## src/rtl/tcm_dump_pkg.sv

```systemverilog
// Shared types and constants for the TCM-to-UART dump path.
// Holds the FSM state encoding and the baud counter width helper.
package tcm_dump_pkg;

    localparam logic [2:0] S_IDLE     = 3'd0;
    localparam logic [2:0] S_RD_REQ   = 3'd1;
    localparam logic [2:0] S_RD_WAIT  = 3'd2;
    localparam logic [2:0] S_WAIT_CTS = 3'd3;
    localparam logic [2:0] S_TX_START = 3'd4;
    localparam logic [2:0] S_TX_DATA  = 3'd5;
    localparam logic [2:0] S_TX_STOP  = 3'd6;
    localparam logic [2:0] S_NEXT     = 3'd7;

    typedef enum logic [2:0] {
        ST_IDLE     = S_IDLE,
        ST_RD_REQ   = S_RD_REQ,
        ST_RD_WAIT  = S_RD_WAIT,
        ST_WAIT_CTS = S_WAIT_CTS,
        ST_TX_START = S_TX_START,
        ST_TX_DATA  = S_TX_DATA,
        ST_TX_STOP  = S_TX_STOP,
        ST_NEXT     = S_NEXT
    } state_e;

    localparam int UART_DATA_BITS = 8;
    localparam int BYTES_PER_WORD = 4;

    // Width of a counter that must reach baud_div-1; never narrower than 1 bit.
    function automatic int clog2_baud(input int baud_div);
        int w;
        w = 1;
        while ((1 << w) < baud_div) w = w + 1;
        return w;
    endfunction

endpackage

```

## src/rtl/tcm_uart_dump_if.sv

```systemverilog
// Synchronous one-cycle-latency TCM read port used by the dump engine.
// The dump engine is the master; the TCM (or its model) is the slave.
interface tcm_uart_dump_if #(
    parameter int ADDR_W = 14
) ();
    logic              mem_req;
    logic [ADDR_W-1:0] mem_addr;
    logic [31:0]       mem_rdata;

    modport master (output mem_req, output mem_addr, input mem_rdata);
    modport slave  (input mem_req, input mem_addr, output mem_rdata);
endinterface

```

## src/rtl/uart_tx_byte.sv

```systemverilog
// 8N1 UART byte serialiser: start bit, 8 data bits LSB first, stop bit.
// ready_o also rises in the last stop-bit clock so frames can run back to back.
module uart_tx_byte
    import tcm_dump_pkg::*;
#(
    parameter int BAUD_DIV = 16
) (
    input  logic       clk_i,
    input  logic       rst_i,
    input  logic       valid_i,
    input  logic [7:0] data_i,
    output logic       ready_o,
    output logic       txd_o
);
    localparam int             BW        = clog2_baud(BAUD_DIV);
    localparam logic [BW-1:0]  BAUD_LAST = BW'(BAUD_DIV - 1);
    localparam logic [2:0]     BIT_LAST  = 3'(UART_DATA_BITS - 1);

    typedef enum logic [1:0] {PH_IDLE, PH_START, PH_DATA, PH_STOP} phase_e;

    phase_e         phase_q, phase_d;
    logic [BW-1:0]  baud_q, baud_d;
    logic [2:0]     bit_q, bit_d;
    logic [7:0]     shift_q, shift_d;
    logic           txd_q, txd_d;
    logic           bit_end;

    assign bit_end = (baud_q == BAUD_LAST);
    assign ready_o = (phase_q == PH_IDLE) || ((phase_q == PH_STOP) && bit_end);
    assign txd_o   = txd_q;

    always_comb begin
        phase_d = phase_q;
        bit_d   = bit_q;
        shift_d = shift_q;
        txd_d   = txd_q;
        baud_d  = (phase_q == PH_IDLE || bit_end) ? '0 : baud_q + 1'b1;
        case (phase_q)
            PH_START: if (bit_end) begin
                phase_d = PH_DATA;
                txd_d   = shift_q[0];
            end
            PH_DATA: if (bit_end) begin
                if (bit_q == BIT_LAST) begin
                    phase_d = PH_STOP;
                    txd_d   = 1'b1;
                end else begin
                    bit_d   = bit_q + 1'b1;
                    shift_d = shift_q >> 1;
                    txd_d   = shift_q[1];
                end
            end
            PH_STOP: if (bit_end) begin
                phase_d = PH_IDLE;
                txd_d   = 1'b1;
            end
            default: ;
        endcase
        // A new byte overrides the stop-bit exit so the next start bit follows directly.
        if (valid_i && ready_o) begin
            phase_d = PH_START;
            baud_d  = '0;
            bit_d   = '0;
            shift_d = data_i;
            txd_d   = 1'b0;
        end
    end

    always_ff @(posedge clk_i or posedge rst_i) begin
        if (rst_i) begin
            phase_q <= PH_IDLE;
            baud_q  <= '0;
            bit_q   <= '0;
            shift_q <= '0;
            txd_q   <= 1'b1;
        end else begin
            phase_q <= phase_d;
            baud_q  <= baud_d;
            bit_q   <= bit_d;
            shift_q <= shift_d;
            txd_q   <= txd_d;
        end
    end
endmodule

```

## src/rtl/tcm_uart_dump.sv

```systemverilog
// Reads a block of TCM words and streams them out little-endian as UART 8N1 bytes.
// Owns memory reads, byte selection and CTS gating; uart_tx_byte owns the bit timing.
//
//  state       | meaning
//  ------------+-----------------------------------------------------------
//  IDLE        | waiting for start_i (also hosts the done_o cycle)
//  RD_REQ      | mem_req asserted for the current word
//  RD_WAIT     | read data arrives; byte0 launched at once if CTS allows
//  WAIT_CTS    | next byte held until cts_n_i is low
//  TX_START    | first clock of a launched frame
//  TX_DATA     | frame of byte0..2 in flight; next byte launched on ready
//  TX_STOP     | frame of byte3 in flight
//  NEXT        | advance word index; finish or read the next word
module tcm_uart_dump
    import tcm_dump_pkg::*;
#(
    parameter int ADDR_W   = 14,
    parameter int BAUD_DIV = 16
) (
    input  logic              clk_i,
    input  logic              rst_i,
    input  logic              start_i,
    input  logic [ADDR_W-1:0] base_addr_i,
    input  logic [ADDR_W:0]   nwords_i,
    input  logic              cts_n_i,
    tcm_uart_dump_if.master   mem,
    output logic              txd_o,
    output logic              busy_o,
    output logic              done_o
);
    localparam logic [1:0] BYTE_LAST = 2'(BYTES_PER_WORD - 1);

    state_e            state_q, state_d;
    logic [ADDR_W-1:0] addr_q, addr_d;
    logic [ADDR_W:0]   nwords_q, nwords_d;
    logic [ADDR_W:0]   word_idx_q, word_idx_d;
    logic [1:0]        byte_idx_q, byte_idx_d;
    logic [31:0]       word_q, word_d;
    logic              done_q, done_d;
    logic              tx_valid, tx_ready;
    logic [7:0]        tx_data;

    always_comb begin
        state_d    = state_q;
        addr_d     = addr_q;
        nwords_d   = nwords_q;
        word_idx_d = word_idx_q;
        byte_idx_d = byte_idx_q;
        word_d     = word_q;
        done_d     = 1'b0;
        tx_valid   = 1'b0;
        tx_data    = word_q[7:0];
        case (state_q)
            ST_IDLE: if (start_i && !done_q) begin
                addr_d     = base_addr_i;
                nwords_d   = nwords_i;
                word_idx_d = '0;
                if (nwords_i == '0) done_d  = 1'b1;
                else                state_d = ST_RD_REQ;
            end
            ST_RD_REQ: state_d = ST_RD_WAIT;
            ST_RD_WAIT: begin
                byte_idx_d = '0;
                word_d     = mem.mem_rdata;
                // Launching straight from the read data saves the WAIT_CTS cycle.
                if (!cts_n_i) begin
                    tx_valid = 1'b1;
                    tx_data  = mem.mem_rdata[7:0];
                    word_d   = {8'h00, mem.mem_rdata[31:8]};
                    state_d  = ST_TX_START;
                end else begin
                    state_d = ST_WAIT_CTS;
                end
            end
            ST_WAIT_CTS: if (!cts_n_i) begin
                tx_valid = 1'b1;
                word_d   = {8'h00, word_q[31:8]};
                state_d  = ST_TX_START;
            end
            ST_TX_START: state_d = (byte_idx_q == BYTE_LAST) ? ST_TX_STOP : ST_TX_DATA;
            ST_TX_DATA: if (tx_ready) begin
                byte_idx_d = byte_idx_q + 1'b1;
                if (!cts_n_i) begin
                    tx_valid = 1'b1;
                    word_d   = {8'h00, word_q[31:8]};
                    state_d  = ST_TX_START;
                end else begin
                    state_d = ST_WAIT_CTS;
                end
            end
            ST_TX_STOP: if (tx_ready) state_d = ST_NEXT;
            ST_NEXT: begin
                word_idx_d = word_idx_q + 1'b1;
                if (word_idx_d == nwords_q) begin
                    done_d  = 1'b1;
                    state_d = ST_IDLE;
                end else begin
                    addr_d  = addr_q + 1'b1;
                    state_d = ST_RD_REQ;
                end
            end
            default: state_d = ST_IDLE;
        endcase
    end

    always_ff @(posedge clk_i or posedge rst_i) begin
        if (rst_i) begin
            state_q    <= ST_IDLE;
            addr_q     <= '0;
            nwords_q   <= '0;
            word_idx_q <= '0;
            byte_idx_q <= '0;
            word_q     <= '0;
            done_q     <= 1'b0;
        end else begin
            state_q    <= state_d;
            addr_q     <= addr_d;
            nwords_q   <= nwords_d;
            word_idx_q <= word_idx_d;
            byte_idx_q <= byte_idx_d;
            word_q     <= word_d;
            done_q     <= done_d;
        end
    end

    // busy_o stays high through the done_o cycle so a start there is ignored.
    assign busy_o       = (state_q != ST_IDLE) || done_q;
    assign done_o       = done_q;
    assign mem.mem_req  = (state_q == ST_RD_REQ);
    assign mem.mem_addr = addr_q;

    uart_tx_byte #(.BAUD_DIV(BAUD_DIV)) u_tx (
        .clk_i   (clk_i),
        .rst_i   (rst_i),
        .valid_i (tx_valid),
        .data_i  (tx_data),
        .ready_o (tx_ready),
        .txd_o   (txd_o)
    );
endmodule

```

## src/flat_wrapper.sv

```systemverilog
// flat-port wrapper written by rule: the top's interface ports become plain ports
module tcm_uart_dump_flat import tcm_dump_pkg::*;
#(
    parameter int ADDR_W   = 14,
    parameter int BAUD_DIV = 16
)
  (clk_i, rst_i, start_i, base_addr_i, nwords_i, cts_n_i, txd_o, busy_o, done_o, mem_mem_req, mem_mem_addr, mem_mem_rdata);
  tcm_uart_dump_if #(.ADDR_W(ADDR_W)) mem_i ();
  input  logic clk_i;
  input  logic rst_i;
  input  logic start_i;
  input  logic [ADDR_W-1:0] base_addr_i;
  input  logic [ADDR_W:0] nwords_i;
  input  logic cts_n_i;
  output logic txd_o;
  output logic busy_o;
  output logic done_o;
  output wire logic [$bits(mem_i.mem_req)-1:0] mem_mem_req;
  output wire logic [$bits(mem_i.mem_addr)-1:0] mem_mem_addr;
  input wire logic [$bits(mem_i.mem_rdata)-1:0] mem_mem_rdata;
  assign mem_mem_req = mem_i.mem_req;
  assign mem_mem_addr = mem_i.mem_addr;
  assign mem_i.mem_rdata = mem_mem_rdata;
  tcm_uart_dump #(.ADDR_W(ADDR_W), .BAUD_DIV(BAUD_DIV)) u_core (.clk_i(clk_i), .rst_i(rst_i), .start_i(start_i), .base_addr_i(base_addr_i), .nwords_i(nwords_i), .cts_n_i(cts_n_i), .mem(mem_i), .txd_o(txd_o), .busy_o(busy_o), .done_o(done_o));
endmodule
```

## config.mk

```make
export PLATFORM = sky130hd
export DESIGN_NAME = tcm_uart_dump_flat
export DESIGN_NICKNAME = d
export VERILOG_FILES = /design/src/rtl/tcm_dump_pkg.sv /design/src/rtl/tcm_uart_dump_if.sv /design/src/rtl/uart_tx_byte.sv /design/src/rtl/tcm_uart_dump.sv /design/src/flat_wrapper.sv
export SDC_FILE = /design/constraint.sdc
export NUM_CORES = 1
export LEC_CHECK = 0
export BUFFER_PORTS_ARGS = -buffer_cell sky130_fd_sc_hd__buf_2
export CORE_MARGIN = 8
export CORE_UTILIZATION = 40
export DETAILED_ROUTE_END_ITERATION = 16
export SLEW_MARGIN = 25
export SYNTH_ARGS = -nofsm -noshare
export SYNTH_HDL_FRONTEND = slang
export SYNTH_SLANG_ARGS = --single-unit
```

## constraint.sdc

```tcl
create_clock -name clk_i -period 8.26 [get_ports clk_i]
set_input_delay 0.413 -clock clk_i [delete_from_list [all_inputs] [get_ports clk_i]]
set_output_delay 0.413 -clock clk_i [all_outputs]
set_load 0.01 [all_outputs]
```

==> summary.md <==
| Metric | Value |
|---|---|
| Launch point of the worst reg-to-reg path | `u_core.word_idx_q[0]$_DFFE_PP0P_` |
| Mapped cell area | `5824 um^2` |
| Overall overflow remaining after global route | `0` |
| Number of enable-type register cells in the synthesized netlist | `0` |
| Path type of the worst setup path | `reg2reg` |
| Highest-count cells in the layout ignoring fill and taps | `sky130_fd_sc_hd__nand2_1, sky130_fd_sc_hd__dfrtp_1, sky130_fd_sc_hd__buf_2` |
| Initial antenna violation count | `0` |
| Slowest cell on the critical path | `sky130_fd_sc_hd__nor4_1` |
| Maximum fanout encountered on the critical timing path | `18` |
| Count of instances resized after the clock tree is built | `0` |
| First DRT Iteration DRCs | `between 300 and 400` |
| Fin crit period | `2889 ps` |
| List of cells traversed by the critical path | `ha_1 -> and3_1 -> nand4_1 -> nor4_1 -> o2111ai_4 -> and2_4 -> a311oi_2` |
| Via count | `4909` |
| Total DRC errors in the routed layout | `0` |
| Relative contribution of sequential cells to total power | `39.9%` |
| Critical path depth in cells | `7` |
| Total nets after synthesis | `about 740` |
| CTS root buf | `sky130_fd_sc_hd__clkbuf_16` |
| Post-Synthesis Mean Instance Area | `about 8.7 um^2` |
| Combinational group share of total power | `41.4%` |
| Later-pin clock latency in the skew report | `360 ps` |
| # fillers | `1386` |
| Outcome | `complete, no violations` |
| Max Buffers Root-to-Sink | `2` |
| Switching share of total power | `41.86%` |
| Synthesis-to-layout area growth | `13.40%` |
| Share of post-route cells with drive strength above 1 | `between 10% and 20%` |
| Post-synthesis register bit count | `100` |
| Die Ht | `between 100 and 150 um` |
| Die Width | `roughly 140 um` |
| Net count reported at finish | `just under 800` |
| Num CTS Buffers | `9` |
| Detail Placement HPWL | `10.09 mm` |
| Routed WL per cell | `around 16 um` |
| Number of distinct standard cells referenced by the synthesized netlist | `61` |
| Psw | `0.9199 mW` |
| Headroom to the max-slew limit | `roughly a third` |
| Measured slew at the worst slew-check pin | `1003 ps` |
| Final Cycle Share | `between 30% and 40%` |
| Logic depth of the worst register-to-register path | `7` |
| Cell leakage power | `3.026 nW` |
| Number of nets still failing antenna checks after routing | `0` |
| Total Die Area | `18680 um^2` |
| Reg-to-reg setup timing slack | `~5400 ps` |
| Critical path's largest stage delay | `about 570 ps` |
| Effective utilization at floorplan | `40.53%` |
| Aggregate negative setup slack | `0 ps` |
| Clock slew seen by the registers of the worst setup and hold paths | `roughly 80 ps` |
| Final setup violation count | `0` |
| Most used flip-flop cell after synthesis | `sky130_fd_sc_hd__dfrtp_1` |
| Worst setup path end | `u_core.mem.mem_addr[4]$_DFFE_PP0P_` |
| Internal portion of total power | `1.278 mW` |
| Crit end category | `flop` |
| Gr usage total | `15.79%` |
| Buffers & Inverters on Critical Path | `0` |
| Power consumption | `~2.2 mW` |
| Number of ports placed on the die boundary | `83` |
| Pre-Repair DR Iteration Count | `4` |
| Drt total wl | `about 14 mm` |
| Clock tree skew after final layout | `12.35 ps` |
| CP startpoint | `u_core.word_idx_q[0]$_DFFE_PP0P_` |
| FP Rows | `44` |
| Postcts setup bufs | `0` |
| Number of max-slew violations in the final report | `0` |
| Post-Syn Instances | `667` |
| CTS Sinks | `100` |
| First-pass GRT wire length | `23.81 mm` |
| Via count of the first global-routing pass | `between 4k and 5k` |
| Endpoints failing hold | `0` |
| H-tree levels | `3` |
| Number of warnings printed during yosys synthesis | `0` |
| Data required time of the worst path | `8520 ps` |
| Timing-limited maximum frequency | `between 300 and 400 MHz` |
| Placeable Area | `14370 um^2` |
| IR Drop Worst-Case VDD | `between 0.15 and 0.2 mV` |
| Maximum Capacitance Violations | `0` |
| Placer congestion estimate | `0.8653` |
| Asr flop ratio synth | `100.0%` |
| Family of cells with the greatest summed delay on the critical path | `simple AND/OR/NAND/NOR gates` |
| Leading cell type in the layout, fill and taps excluded | `sky130_fd_sc_hd__nand2_1` |
| Clock tree from TritonCTS | `built` |
| Number of buffers inserted by port buffering | `82` |
| Largest net degree at the start of global routing | `65` |
| Power Density | `around 330 nW/um^2` |
| R2R Path End | `u_core.mem.mem_addr[4]$_DFFE_PP0P_` |
| Tightest Hold Check Type | `in2async` |
| RSZ-0062 raised after global routing | `false` |
| Drt via density | `5.412` |
| Kind of launch point of the worst setup path | `flop` |
| Quantity of hold-fixing buffers added after cts | `0` |
| Data arrival time of the worst path | `3150 ps` |
| Share of total power in the clock network | `18.7%` |
| Register area share after synthesis | `42.99%` |
| N_diodes | `0` |
## worst reg2reg max path, cell delays in order (launching register included)
cell	delay [ps]
sky130_fd_sc_hd__dfrtp_1	450
sky130_fd_sc_hd__ha_1	310
sky130_fd_sc_hd__and3_1	350
sky130_fd_sc_hd__nand4_1	200
sky130_fd_sc_hd__nor4_1	570
sky130_fd_sc_hd__o2111ai_4	350
sky130_fd_sc_hd__and2_4	310
sky130_fd_sc_hd__a311oi_2	250
## power groups by stage
stage	combinational (mW)	clock (mW)	sequential [mW]
4_1_cts	0.921	0.428	0.875
2_1_floorplan	0.729	0	0.825
3_5_place_dp	0.919	0	0.882
3_3_place_gp	0.886	0	0.872
6_report	0.910	0.411	0.876
5_1_grt	1.04	0.446	0.910
## cells by family (layout without fill, tap and decap cells)
group | Yosys count | in the layout | synth area share [%]
AND/OR/NAND/NOR | 279 | 279 | 22.51
XOR/XNOR | 22 | 22 | 3.308
multiplexers | 35 | 35 | 6.037
adder cells (fa/ha/maj) | 11 | 11 | 2.363
AO/OA/AOI/OAI | 166 | 166 | 18.86
buffers and inverters | 54 | 110 | 3.931
flip-flops | 100 | 100 | 42.99
## metrics by stage
| step | utilization, % | hold WS, ps | std cells | area [um^2] | worst slack, ps |
|---|---|---|---|---|---|
| floorplan | - | 444.7 | 667 | 5824 | 5230 |
| global placement | 43.95 | 456.5 | 891 | 6315 | 5376 |
| detailed placement | 43.97 | 465.5 | 891 | 6317 | 5132 |
| CTS | 45.94 | 149.9 | 907 | 6601 | 5098 |
| global route | 45.97 | 185.8 | 907 | 6605 | 5160 |
| finish | 45.97 | 133.0 | 907 | 6605 | 5371 |
## per-layer routing
layer / GRT usage (%) / part of all wire, % / vias to the layer above
li1: - / - / 2465
met1: 21.16 / 47 / 2322
met2: 24.38 / 46 / 107
met3: 4.369 / 5.1 / 15
met4: 4.454 / 1.5 / 0
met5: 0 / 0 / -
## state kept, by name, summed over array words and instances (netlist names)
name	cells
u_core.word_q	32
u_core.u_tx.phase_q	2
u_core.u_tx.txd_o	1
u_core.done_o	1
u_core.nwords_q	15
u_core.u_tx.baud_q	4
u_core.u_tx.shift_q	8
u_core.mem.mem_addr	14
u_core.word_idx_q	15
u_core.state_q	3
u_core.byte_idx_q	2
u_core.u_tx.bit_q	3
## synth_stat cells, types with 7 or more instances
| cell type | n | share of area (%) |
|---|---|---|
| sky130_fd_sc_hd__nand3_1 | 19 | 1.6 |
| sky130_fd_sc_hd__xor2_1 | 10 | 1.5 |
| sky130_fd_sc_hd__and3_1 | 13 | 1.4 |
| sky130_fd_sc_hd__xnor2_1 | 12 | 1.8 |
| sky130_fd_sc_hd__a21oi_1 | 24 | 2.1 |
| sky130_fd_sc_hd__nor3_1 | 12 | 1.0 |
| sky130_fd_sc_hd__dfrtp_1 | 99 | 43 |
| sky130_fd_sc_hd__nand2_1 | 133 | 8.6 |
| sky130_fd_sc_hd__nand2b_1 | 9 | 0.97 |
| sky130_fd_sc_hd__ha_1 | 11 | 2.4 |
| sky130_fd_sc_hd__a31oi_1 | 7 | 0.75 |
| sky130_fd_sc_hd__clkbuf_1 | 31 | 2.0 |
| sky130_fd_sc_hd__a211oi_1 | 12 | 1.5 |
| sky130_fd_sc_hd__nor2b_1 | 13 | 1.4 |
| sky130_fd_sc_hd__inv_1 | 8 | 0.52 |
| sky130_fd_sc_hd__mux2i_1 | 34 | 5.8 |
| sky130_fd_sc_hd__nor2_1 | 41 | 2.6 |
| sky130_fd_sc_hd__o21ai_0 | 81 | 7.0 |
## worst min-delay path by stage
| stage | startpoint | to | slack, ps | depth (start not counted) |
|---|---|---|---|---|
| after floorplan | u_core.word_q[10]$_DFFE_PP0P_ | u_core.word_q[10]$_DFFE_PP0P_ | 440 | 2 |
| after global placement | u_core.word_q[19]$_DFFE_PP0P_ | u_core.word_q[19]$_DFFE_PP0P_ | 460 | 2 |
| after detailed placement | u_core.word_q[30]$_DFFE_PP0P_ | u_core.word_q[30]$_DFFE_PP0P_ | 470 | 2 |
| after CTS | rst_i | u_core.word_q[12]$_DFFE_PP0P_ | 150 | 2 |
| after global routing | rst_i | u_core.word_q[24]$_DFFE_PP0P_ | 190 | 2 |
| final | rst_i | u_core.u_tx.shift_q[6]$_DFFE_PP0P_ | 130 | 2 |
## area by class of cell
cell class                 instances  area [um^2]  area share [%]
clock inverter                     7        58.81          0.8903
inverter                           8        32.53          0.4925
sequential                       100         2504           37.90
tap                              184        230.2           3.486
multi-input combinational        513         3114           47.15
clock buffer                       9        225.2           3.410
timing repair buffer              86        440.4           6.668
(Power assumes the default switching activity.)
